<file path="src/rtl/sensor_hit_qualifier.sv">
// Synchronise, debounce and qualify raw box codes into single hit pulses.
// Define HIT_LOCKOUT_EN to add a refractory LOCK state after every release.
module sensor_hit_qualifier #(
  parameter int DEBOUNCE_CYCLES = 500000,
  parameter int NUM_BOXES       = 6,
  parameter int LOCKOUT_CYCLES  = 2500000
) (
  input  logic       CLOCK_50,
  input  logic       reset,
  input  logic [2:0] GPIO_1,
  input  logic       enable,
  output logic [2:0] box_address,
  output logic       hit_valid,
  output logic [2:0] hit_box,
  output logic       bad_code
);

  localparam int CNT_MAX = (DEBOUNCE_CYCLES > LOCKOUT_CYCLES)
                         ? DEBOUNCE_CYCLES : LOCKOUT_CYCLES;
  localparam int CW = $clog2(CNT_MAX);
  localparam logic [CW-1:0] DEB_LAST = CW'(DEBOUNCE_CYCLES - 1);

`ifdef HIT_LOCKOUT_EN
  localparam logic [CW-1:0] LOCK_LAST = CW'(LOCKOUT_CYCLES - 1);
  typedef enum logic [2:0] {IDLE, QUAL, HELD, REL, LOCK} state_e;
`else
  typedef enum logic [1:0] {IDLE, QUAL, HELD, REL} state_e;
`endif

  state_e        state_q, state_d;
  logic [2:0]    sync1_q, sync_q;
  logic [2:0]    cand_q, cand_d;
  logic [CW-1:0] cnt_q, cnt_d;
  logic          bad_prev_q;
  logic [2:0]    box_q, box_d;
  logic          hv_q, hv_d;
  logic [2:0]    hbox_q, hbox_d;
  logic          bad_q, bad_d;

  logic       code_ok;
  logic       code_bad;
  logic [2:0] code;

  // Out-of-range codes look like "no hit" to the FSM
  assign code_ok  = (sync_q != 3'd0) && (32'(sync_q) <= NUM_BOXES);
  assign code_bad = (sync_q != 3'd0) && !code_ok;
  assign code     = code_ok ? sync_q : 3'd0;

  always_ff @(posedge CLOCK_50 or posedge reset) begin
    if (reset) begin
      sync1_q    <= '0;
      sync_q     <= '0;
      state_q    <= IDLE;
      cand_q     <= '0;
      cnt_q      <= '0;
      bad_prev_q <= 1'b0;
      box_q      <= '0;
      hv_q       <= 1'b0;
      hbox_q     <= '0;
      bad_q      <= 1'b0;
    end else begin
      sync1_q    <= GPIO_1;
      sync_q     <= sync1_q;
      state_q    <= state_d;
      cand_q     <= cand_d;
      cnt_q      <= cnt_d;
      bad_prev_q <= code_bad;
      box_q      <= box_d;
      hv_q       <= hv_d;
      hbox_q     <= hbox_d;
      bad_q      <= bad_d;
    end
  end

  always_comb begin
    state_d = state_q;
    cand_d  = cand_q;
    cnt_d   = cnt_q;
    unique case (state_q)
      IDLE: begin
        if (code != 3'd0) begin
          state_d = QUAL;
          cand_d  = code;
          cnt_d   = '0;
        end
      end
      QUAL: begin
        if (code == cand_q) begin
          if (cnt_q == DEB_LAST) begin
            state_d = HELD;
            cnt_d   = '0;
          end else begin
            cnt_d = cnt_q + 1'b1;
          end
        end else if (code == 3'd0) begin
          state_d = IDLE;
          cnt_d   = '0;
        end else begin
          cand_d = code;
          cnt_d  = '0;
        end
      end
      HELD: begin
        if (code != cand_q) begin
          state_d = REL;
          cnt_d   = '0;
        end
      end
      REL: begin
        if (code == cand_q) begin
          state_d = HELD;
          cnt_d   = '0;
        end else if (cnt_q == DEB_LAST) begin
`ifdef HIT_LOCKOUT_EN
          state_d = LOCK;
`else
          state_d = IDLE;
`endif
          cnt_d   = '0;
        end else begin
          cnt_d = cnt_q + 1'b1;
        end
      end
`ifdef HIT_LOCKOUT_EN
      LOCK: begin
        if (cnt_q == LOCK_LAST) begin
          state_d = IDLE;
          cnt_d   = '0;
        end else begin
          cnt_d = cnt_q + 1'b1;
        end
      end
`endif
      default: ;
    endcase
  end

  // Only the QUAL->HELD step can fire, so a press held across enable never does
  always_comb begin
    hv_d   = (state_q == QUAL) && (state_d == HELD) && enable;
    hbox_d = hv_d ? cand_q : hbox_q;
    box_d  = ((state_d == HELD) || (state_d == REL)) ? cand_d : 3'd0;
    bad_d  = code_bad && !bad_prev_q;
  end

  assign box_address = box_q;
  assign hit_valid   = hv_q;
  assign hit_box     = hbox_q;
  assign bad_code    = bad_q;

endmodule

</file>
<file path="config.mk">
export PLATFORM = sky130hd
export DESIGN_NAME = sensor_hit_qualifier
export DESIGN_NICKNAME = d
export VERILOG_FILES = /design/src/rtl/sensor_hit_qualifier.sv
export SDC_FILE = /design/constraint.sdc
export NUM_CORES = 1
export LEC_CHECK = 0
export ABC_AREA = 1
export CELL_PAD_IN_SITES_DETAIL_PLACEMENT = 0
export CELL_PAD_IN_SITES_GLOBAL_PLACEMENT = 1
export CORE_UTILIZATION = 25
export CTS_BUF_LIST = sky130_fd_sc_hd__clkbuf_16
export CTS_CLUSTER_DIAMETER = 40
export DETAILED_ROUTE_END_ITERATION = 8
export GPL_ROUTABILITY_DRIVEN = 0
export GPL_TIMING_DRIVEN = 0
export PLACE_DENSITY_LB_ADDON = 0.1
export SYNTH_ARGS = -nofsm -noshare
export SYNTH_HDL_FRONTEND = slang
export SYNTH_SLANG_ARGS = --single-unit
</file>
<file path="constraint.sdc">
create_clock -name CLOCK_50 -period 5.2 [get_ports CLOCK_50]
set_clock_uncertainty 0.05 [all_clocks]
set_input_delay 0.52 -clock CLOCK_50 [delete_from_list [all_inputs] [get_ports CLOCK_50]]
set_output_delay 0.52 -clock CLOCK_50 [all_outputs]
set_load 0.1 [all_outputs]
</file>
==> results.toml <==
[hold_path]
min_path_type = "register to register"
hold_path_end = "sync_q[2]$_DFF_PP0_"
hold_depth = 0
worstHoldStart = "sync1_q[2]$_DFF_PP0_"

[clock_network]
cts_hold_buf = 0
clock_sinks = 42
clock_latency_ns = 0.29
cts_tree = "yes"
cts.path.max_buffers = 2
cts_resized = 0
path_clk_slew_ns = 0.06
cts_made_buffers = 5
cts_setup_buffers = 0
htree_levels = 2
cts_root_buf = "clkbuf_16"

[timing]
drv_slew = 0
period_needed_ns = 2.34
finalSetupTns_ns = 0
slew_headroom = 0.347
fmax_ghz = 0.427
worst_pin_slew_ns = 0.976
layout_setup_ws_ns = 2.86
final.period_utilization = 0.450
rsz0062_at_grt = "false"
setup-violations-final = 0
hold_viol = 0

[global_route]
grt_overflow = 0
grt_util_all_layers = 0.159
antenna_found_initial = 0
grt_pass1_wl_um = 13200
grt_max_degree = 23
grt_pass1_vias = 2427

[placed_design]
io_buffers = 13
pre_cts_ws_ns = 2.89
dpl.hpwl_um = 5890

[worst_setup_path]
worstSetupPathType = "register to output pin"
crit_slowest_cell = "clkdlybuf4s50_1"
timing.rr.end = "cnt_q[18]$_DFFE_PP0P_"
required_ns = 4.63
reg2reg_slack_ns = 2.96
critPathMaxFanout = 2
arrival_ns = 1.77
cpLargestDelayFamily = "buffers and inverters"
crit_buf_inv = 1
setup.worst_path.end_class = "output pin"
crit_chain = "clkdlybuf4s50_1"
worstRegToRegCells = 11
cp.depth = 1
r2r_start = "cnt_q[0]$_DFFE_PP0P_"
cp-start-kind = "register"
cpPeakStageDelay_ns = 1.13

[finish]
nets = 393
areaGrowthSynthToFinish_pct = 18.7
drive_gt1_frac = 0.0646
num_antenna_cells = 0

[die]
start_util = 0.260
dieArea_um2 = 10700
io-pin-count = 14
die_x_um = 104
fp-row-count = 36
die-height_um = 104
coreArea_um2 = 9910

[yosys]
yosysTopAreaCell = "dfrtp_1"
ys.warnings.count = 0
postSynthAreaPerCell_um2 = 7.07
synth_area_leaders = "dfrtp_1, nand2_1, nand3_1"
ys_seq_elements = 42
synth_fp_nets = 372
synth.distinct_cells = 29
synth.yosys.seq_area_share = 0.407
syn_area_um2 = 2580
synthDominantCellAreaShare = 0.407
syn_inst = 365

[drt]
maxUsedRoutingLayer = "met4"
met1_length_um = 3650
routed_wirelength_um = 7870
dr.pass1.iters = 4
wl_per_cell_um = 15.1
dr_wl_met3_um = 225
dr.first_iter.drc_count = 118
postRouteAntennaNets = 0
via_per_inst = 4.48
vias = 2332
drcViolationCount = 0
wl_met2_um = 3940

[status]
status = "completed"

[power]
ir_drop_v = 0.000161
powerDensity_nw_per_um2 = 298
p_leak_nw = 1.44

[job]
drv_cap = 0
state kept, by name, summed over array words and instances (netlist names):
register and cells:
state_q 2, sync1_q 3, sync_q 3, cand_q 3
box_address 3, bad_prev_q 1, bad_code 1, cnt_q 22
hit_box 3, hit_valid 1
stage by stage:
step           cell area, um2  hold slack [ns]  total power [mW]  utilization  std cells
2_1_floorplan            2580            0.281             0.486            -        365
3_3_place_gp             2880            0.282             0.559        0.290        511
3_5_place_dp             2900            0.285             0.561        0.292        512
4_1_cts                  3060            0.299             0.931        0.309        520
5_1_grt                  3060            0.306             0.964        0.309        520
6_report                 3060            0.298             0.913        0.309        520
cells in the mapped netlist (all sizes together):
library cell and count:
xor2 11, xnor2 4, ha 1, clkinv 2, a22oi 1, o22ai 1, a21oi 3, nor2 44
and2 3, inv 47, buf 8, clkbuf 3, nor3 2, nand2 97, nand3b 1, nand4 17
nand3 72, dfrtp 42, o211a 1, o21ai 5
layout by cell type, fill, tap and decap left out, drive strengths merged:
cell type / instances
o211a: 1
clkbuf: 8
bufinv: 1
o22ai: 1
nor2: 44
and2: 3
xnor2: 4
buf: 9
o21ai: 5
nor3: 2
nand4: 17
nand2: 97
a21oi: 3
clkinvlp: 1
inv: 48
dfrtp: 42
ha: 1
xor2: 11
nand3: 72
nand3b: 1
clkdlybuf4s50: 13
clkinv: 2
a22oi: 1
report_power, final:
group / switching (mW) / internal [mW] / leakage [nW]
Combinational: 0.141 / 0.0505 / 0.796
Clock: 0.138 / 0.225 / 0.0812
Sequential: 0.0161 / 0.342 / 0.564
cell type report:
type / instances / area (um2)
Fill cell: 1099 / 6850
Multi-Input combinational cell: 263 / 1270
Sequential cell: 42 / 1050
Inverter: 49 / 184
Tap cell: 133 / 166
Timing Repair Buffer: 14 / 150
Clock buffer: 5 / 125
Buffer: 11 / 77.6
Clock inverter: 3 / 41.3
how the worst max path moves through the flow:
stage | slack [ns] | from | to
after floorplan | 3.48 | cnt_q[0]$_DFFE_PP0P_ | cnt_q[13]$_DFFE_PP0P_
after global placement | 2.56 | reset | cnt_q[11]$_DFFE_PP0P_
after detailed placement | 2.89 | cnt_q[0]$_DFFE_PP0P_ | cnt_q[18]$_DFFE_PP0P_
after CTS | 2.84 | hit_box[1]$_DFFE_PP0P_ | hit_box[1]
after global routing | 2.66 | cnt_q[0]$_DFFE_PP0P_ | cnt_q[18]$_DFFE_PP0P_
final | 2.86 | hit_box[1]$_DFFE_PP0P_ | hit_box[1]
layer usage:
layer,global-route usage,up-vias
met5,0,-
met4,0.0342,0
met3,0.0264,4
met2,0.278,30
met1,0.204,1083
li1,-,1215
kinds of logic (layout without fill, tap and decap cells):
group                      after synthesis  in the layout  synth area share
xor gates and xnor gates                15             15            0.0509
and+or+nand+nor                        236            236             0.405
buffers and inverters                   60             82             0.101
adders and majority gates                1              1           0.00485
DFF                                     42             42             0.407
AOI/OAI and AO/OA                       11             11            0.0306
No activity file was read; power rests on OpenSTA's default activity.
